[config.mk]
export PLATFORM = sky130hd
export DESIGN_NAME = multicycle_main_fsm
export DESIGN_NICKNAME = d
export VERILOG_FILES = /design/src/rtl/multicycle_main_fsm.sv
export SDC_FILE = /design/constraint.sdc
export NUM_CORES = 1
export LEC_CHECK = 0
export BUFFER_PORTS_ARGS = -buffer_cell sky130_fd_sc_hd__buf_2
export CAP_MARGIN = 20
export CORE_AREA = 2 2 62 64
export DETAILED_ROUTE_END_ITERATION = 8
export DIE_AREA = 0 0 64 66
export GPL_TIMING_DRIVEN = 0
export MAX_ROUTING_LAYER = met4
export PLACE_DENSITY = 0.83
export SLEW_MARGIN = 5
export SYNTH_ARGS = -nofsm -noshare
export SYNTH_HDL_FRONTEND = slang
export SYNTH_SLANG_ARGS = --single-unit
[constraint.sdc]
create_clock -name clk -period 4.85 [get_ports clk]
set_input_delay 0.97 -clock clk [delete_from_list [all_inputs] [get_ports clk]]
set_output_delay 0.97 -clock clk [all_outputs]
set_load 0.05 [all_outputs]
[src/rtl/multicycle_main_fsm.sv]
// Main control FSM for a multicycle processor.
// Sequences fetch, decode, memory access, execute and writeback for
// data-processing, memory and branch instructions. It also counts retired
// instructions and flags undefined opcodes.
module multicycle_main_fsm #(
    parameter int CNT_W = 32
) (
    input  logic             clk,
    input  logic             reset,
    input  logic [1:0]       Op,
    input  logic [5:0]       Funct,
    input  logic             mem_ready,
    output logic             mem_req,
    output logic             IRWrite,
    output logic             NextPC,
    output logic             RegW,
    output logic             MemW,
    output logic             Branch,
    output logic             ALUOp,
    output logic             AdrSrc,
    output logic             ALUSrcA,
    output logic [1:0]       ALUSrcB,
    output logic [1:0]       ResultSrc,
    output logic             illegal,
    output logic [3:0]       state,
    output logic [CNT_W-1:0] retired
);

    localparam logic [3:0] FETCH    = 4'd0;
    localparam logic [3:0] DECODE   = 4'd1;
    localparam logic [3:0] MEMADR   = 4'd2;
    localparam logic [3:0] MEMREAD  = 4'd3;
    localparam logic [3:0] MEMWB    = 4'd4;
    localparam logic [3:0] MEMWRITE = 4'd5;
    localparam logic [3:0] EXECUTER = 4'd6;
    localparam logic [3:0] EXECUTEI = 4'd7;
    localparam logic [3:0] ALUWB    = 4'd8;
    localparam logic [3:0] BRANCH   = 4'd9;

    logic [3:0] nextState;
    logic       retire;

    // Choose the next state; Op/Funct only matter in DECODE and MEMADR, and undefined codes fall back to FETCH.
    always_comb begin
        nextState = FETCH;
        case (state)
            FETCH:    nextState = mem_ready ? DECODE : FETCH;
            DECODE: begin
                case (Op)
                    2'b00:   nextState = Funct[5] ? EXECUTEI : EXECUTER;
                    2'b01:   nextState = MEMADR;
                    2'b10:   nextState = BRANCH;
                    default: nextState = FETCH;
                endcase
            end
            MEMADR:   nextState = Funct[0] ? MEMREAD : MEMWRITE;
            MEMREAD:  nextState = mem_ready ? MEMWB : MEMREAD;
            MEMWB:    nextState = FETCH;
            MEMWRITE: nextState = mem_ready ? FETCH : MEMWRITE;
            EXECUTER: nextState = ALUWB;
            EXECUTEI: nextState = ALUWB;
            ALUWB:    nextState = FETCH;
            BRANCH:   nextState = FETCH;
            default:  nextState = FETCH;
        endcase
    end

    // An instruction retires when its final state hands control back to FETCH; illegal decodes never retire.
    always_comb begin
        retire = 1'b0;
        case (state)
            MEMWB:    retire = 1'b1;
            MEMWRITE: retire = mem_ready;
            ALUWB:    retire = 1'b1;
            BRANCH:   retire = 1'b1;
            default:  retire = 1'b0;
        endcase
    end

    // State register; reset wins over any pending transition.
    always_ff @(posedge clk) begin
        if (reset) begin
            state <= FETCH;
        end else begin
            state <= nextState;
        end
    end

    // Retired-instruction counter; wraps naturally at all-ones.
    always_ff @(posedge clk) begin
        if (reset) begin
            retired <= '0;
        end else if (retire) begin
            retired <= retired + CNT_W'(1);
        end
    end

    // Decode the datapath controls from state; only IRWrite/NextPC also look at mem_ready, and illegal at Op.
    always_comb begin
        mem_req   = 1'b0;
        IRWrite   = 1'b0;
        NextPC    = 1'b0;
        RegW      = 1'b0;
        MemW      = 1'b0;
        Branch    = 1'b0;
        ALUOp     = 1'b0;
        AdrSrc    = 1'b0;
        ALUSrcA   = 1'b0;
        ALUSrcB   = 2'b00;
        ResultSrc = 2'b00;
        illegal   = 1'b0;
        case (state)
            FETCH: begin
                mem_req   = 1'b1;
                ALUSrcA   = 1'b1;
                ALUSrcB   = 2'b10;
                ResultSrc = 2'b10;
                IRWrite   = mem_ready;
                NextPC    = mem_ready;
            end
            DECODE: begin
                ALUSrcA   = 1'b1;
                ALUSrcB   = 2'b10;
                ResultSrc = 2'b10;
                illegal   = (Op == 2'b11);
            end
            MEMADR: begin
                ALUSrcB   = 2'b01;
            end
            MEMREAD: begin
                mem_req   = 1'b1;
                AdrSrc    = 1'b1;
            end
            MEMWB: begin
                ResultSrc = 2'b01;
                RegW      = 1'b1;
            end
            MEMWRITE: begin
                mem_req   = 1'b1;
                AdrSrc    = 1'b1;
                MemW      = 1'b1;
            end
            EXECUTER: begin
                ALUOp     = 1'b1;
            end
            EXECUTEI: begin
                ALUSrcB   = 2'b01;
                ALUOp     = 1'b1;
            end
            ALUWB: begin
                RegW      = 1'b1;
            end
            BRANCH: begin
                ALUSrcB   = 2'b01;
                ResultSrc = 2'b10;
                Branch    = 1'b1;
            end
            default: begin
                mem_req   = 1'b0;
            end
        endcase
    end

endmodule
[After elaboration in Yosys (flattened, before gate mapping)]
Index checks and enable logic that the tools add are counted.
Cells by class
  add/subtract/negate cells: 1
  reductions and logical operators: 10
  equality and inequality tests: 12
  mux-type cells: 19
Operator list (number)
  32-bit by 1-bit adder with 32-bit output, second input constant: 1
  4-bit case mux with 6 select lines: 1
  4-bit by 3-bit == test with 1-bit output, second input constant: 4
  4-bit case mux with 3 select lines: 1
  3-bit OR reduction: 4
  1-bit two-way mux: 11
  3-bit two-way mux: 3
  4-bit by 2-bit == test with 1-bit output, second input constant: 2
  4-bit == test, second input constant: 2
  2-bit case mux with 2 select lines: 2
  2-bit OR reduction: 4
  2-bit == test, second input constant: 2
  4-bit by 1-bit == test with 1-bit output, second input constant: 1
  4-bit zero test: 1
  2-bit by 1-bit == test with 1-bit output, second input constant: 1
  2-bit zero test: 1
  1-bit case mux with 2 select lines: 1
Word-level totals
  flip-flop bits (word level): 36
  input port bits: 11

[Logic depth before layout (Yosys ltp)]
  depth after elaboration: 3
  mapped depth: 7
  mapped depth without buffers: 5

[Least setup slack after synthesis]
OpenSTA, ideal clock, no wires.
  path kind: register -> output
  start point: reg state[0]
  end point: out illegal
  required time: 3.880 ns
  buffers on the path: 1
  slack: 1.228 ns
  data arrival time: 2.652 ns
  cell stages (with the launch flop): 4
  path through: dfxtp_1 > clkbuf_1 > nand2_1 > nor4_1
Between the ends
  longest elaborated chain between the ends: 2
RTL lines
  start: declaration: RTL line 25  | output logic [3:0] state,
  start signal: assignment: RTL line 85  | state <= nextState;
  4-bit by 1-bit == test with 1-bit output: RTL line 112  | case (state)
  1-bit two-way mux: RTL line 112
  end: declaration: RTL line 24  | output logic illegal,
No other way between the ends.

[Worst setup path in the final report]
  start point: reg state[2]
  end point: out mem_req
Between the ends
  longest elaborated chain between the ends: 3
  elaborated cells between the ends (all ways): 5
RTL lines
  4-bit by 3-bit == test with 1-bit output, or another cell as far along: RTL line 112
  3-bit OR reduction (no source line) (*)
  1-bit two-way mux (*): RTL line 112
  end: declaration: RTL line 13  | output logic mem_req,
Mark *: on every way between the ends. The rest lies on a longest branch, timed or not.

==> impl_metrics.ini <==
[sta]
hold_viol = 0
finalCriticalPeriod_ns = 2.885
skew_ns = 0.01623
tns_ns = 0
slew_viol_final = 0
max_freq_ghz = 0.3467
rsz0062_at_grt = false
setup_viol = 0
hold_ws_ns = 0.5074
fin_crit_sh = 0.5948
tightest_slew_ns = 0.6293
maxSlewHeadroom = 0.5766

[placement]
dp_cells = 339
dpl.hpwl_um = 3254
gp_congestion = 0.8569
port-buffer-count = 55
placed_area_mm2 = 0.002211

[cts]
cts_root_buffer = clkbuf_4
cts_setup_buffers = 0
cts_resized = 0
htreeDepth = 2
postCtsHoldBufs = 0
cts.clk_slew.worst_paths_ns = 0.11
cts_tree = done
cts_buffer_depth = 2
cts_buffers = 5
cts.sinks = 36
clock_latency_ns = 0.35

[die]
core_area_mm2 = 0.003551
initial_core_util = 0.5282
io_pins = 61
dieWidth_um = 64
dieHeight_um = 66
die_area_mm2 = 0.004224
rows = 22

[synthesis]
synthTopCellsByArea = dfxtp_1, xnor2_1, nor2_1, nor4_1, nand4_1
synth-seq-cells = 36
ys_types = 36
synth-xor-area-share = 0.1074
synth_area_mm2 = 0.001876
synth.top_cell.area_share = 0.3843
synth_largest_area_cell = dfxtp_1
async_flop_share = 0
synthMuxAreaShare = 0
synth_top_family_by_area = simple AND/OR/NAND/NOR gates
synth-simple-area-share = 0.3409
syn-num-nets = 248
synth_fa_ha_area_frac = 0.006671
synth_warnings = 0
synth-edff-count = 0
synth-compound-area-share = 0.1174
netlist_instances = 236
ys_seq_area_frac = 0.3843
ys.flop_type = dfxtp_1
syn-mean-instance-area_um2 = 7.947

[power]
intPower_mw = 0.3935
p_sw_frac = 0.3103
ir_drop_mv = 0.1541
p_switching_mw = 0.1771
powerDensity_mw_per_mm2 = 251.4
leakage_nw = 0.8580
p_comb_frac = 0.175
p_clk_frac = 0.297
seqPwrFrac = 0.528

[grt]
grt_max_degree = 11
antenna_found_initial = 0
met1_usage = 0.2691
grt_usage = 0.2257
top_usage_layer = met2
grt_use_met2 = 0.3724
grt_use_met3 = 0.03918
grt_pass1_wl_um = 7307
first_global_vias = 1682
overflow = 0

[route]
vias = 1956
viasPerCell = 5.637
first_pass_iters = 4
wl_per_cell_um = 12.80
drc = 0
drt_iter0_markers = 187
wl_um = 4441
final_antenna_net_count = 0

[outcome]
status = completed

[critical_path]
critPathArrivalTime_ns = 1.91
worst_ep_required_time_ns = 3.88
rr_startpoint = retired[7]$_SDFFE_PP0P_
r2r_cells = 7
rr_endpoint = retired[31]$_SDFFE_PP0P_
worstPathMaxFanout = 10
crit_path_end_kind = output port
regToRegSetupSlack_ns = 2.29
path_class = reg -> out
setup.worst_path.start_class = flip-flop

[cells_and_area]
antenna_cells = 0
nNetsFinal = 310
instances_no_fill = 347
layout-drive-gt1-share = 0.2375
syn_to_final_growth_pct = 21.01
fillers = 310
final_area_mm2 = 0.002270

[run]
drv_cap = 0

[min_path]
min_from = retired[31]$_SDFFE_PP0P_
hold_depth = 2
min_path_type = reg -> reg
hold_path_end = retired[31]$_SDFFE_PP0P_
==> sequential cells by signal, summed over array words and instances (netlist names) <==
| signal | flops |
|---|---|
| retired | 32 |
| state | 4 |
==> power groups by stage <==
stage	logic, mW	registers [mW]	clock network [mW]
2_1_floorplan	0.0681	0.317	0
3_3_place_gp	0.0988	0.308	0
3_5_place_dp	0.0992	0.308	0
4_1_cts	0.0995	0.301	0.175
5_1_grt	0.106	0.302	0.187
6_report	0.0997	0.301	0.169
==> cell usage in the layout, fill, tap and decap left out, types with 3 or more instances in the layout <==
cell and instances:
a21oi_1 14, nor2_1 32, o21ai_1 4, inv_1 5, nor3_1 9, clkbuf_4 5
or4_1 4, nand4_1 12, buf_1 3, nand3_1 7, xor2_1 3, o21ai_0 10
or3_1 9, nor4b_1 4, nor4_1 13, clkbuf_1 11, nand2b_1 3, nand2_1 12
nor2b_1 3, dfxtp_1 36, and3_1 3, xnor2_1 20, buf_2 57
==> worst max-delay path by stage <==
stage                         from          to  slack [ns]
6_report       state[2]$_SDFF_PP0_     mem_req        1.97
5_1_grt        state[2]$_SDFF_PP0_  ALUSrcB[0]        1.83
4_1_cts        state[2]$_SDFF_PP0_     mem_req        1.96
3_5_place_dp             mem_ready      NextPC        2.13
3_3_place_gp             mem_ready      NextPC        2.19
2_1_floorplan  state[0]$_SDFF_PP0_     illegal        1.23
==> layer usage <==
layer	share of wire	wire length (um)
met4	0.018	82
met1	0.46	2027
met5	0	0
met3	0.052	229
met2	0.47	2101
==> area by class of cell <==
| type | instances | area [um^2] | area share |
|---|---|---|---|
| Sequential cell | 36 | 720.7 | 0.3175 |
| Inverter | 5 | 18.77 | 0.008269 |
| Clock buffer | 8 | 58.81 | 0.02591 |
| Timing Repair Buffer | 55 | 275.3 | 0.1213 |
| Multi-Input combinational cell | 180 | 1074 | 0.4730 |
| Tap cell | 48 | 60.06 | 0.02646 |
| Buffer | 15 | 62.56 | 0.02756 |
==> synth_stat cells (2+ instances only) <==
cell,count
dfxtp_1,36
nor2_1,32
xnor2_1,20
a21oi_1,14
nor4_1,13
nand2_1,12
nand4_1,12
o21ai_0,10
clkbuf_1,9
nor3_1,9
or3_1,9
nand3_1,7
inv_1,5
nor4b_1,4
o21ai_1,4
or4_1,4
and3_1,3
buf_1,3
nand2b_1,3
nor2b_1,3
xor2_1,3
a211oi_1,2
a21boi_0,2
buf_2,2
nor3b_1,2
o21bai_1,2
or2_2,2
==> metrics by stage <==
stage / setup WS (ns) / utilization / power (mW)
after floorplan: 1.228 / - / 0.3855
after global placement: 2.192 / 0.6226 / 0.4070
after detailed placement: 2.131 / 0.6226 / 0.4074
after CTS: 1.964 / 0.6392 / 0.5764
after global routing: 1.828 / 0.6392 / 0.5954
final: 1.965 / 0.6392 / 0.5706
==> logic make-up (layout without fill, tap and decap cells) <==
logic type / Yosys count / count (layout)
AND/OR/NAND/NOR: 118 / 118
AO/OA/AOI/OAI: 38 / 38
flip-flops: 36 / 36
XOR/XNOR: 23 / 23
buffers and inverters: 20 / 83
adder cells (fa/ha/maj): 1 / 1
==> critical path, cell delays in order (launching register included) <==
cell and delay [ns]:
dfxtp_1 0.44, buf_1 0.42, xnor2_1 0.16, a211oi_1 0.25, buf_2 0.30
No activity file was read; power rests on OpenSTA's default activity.
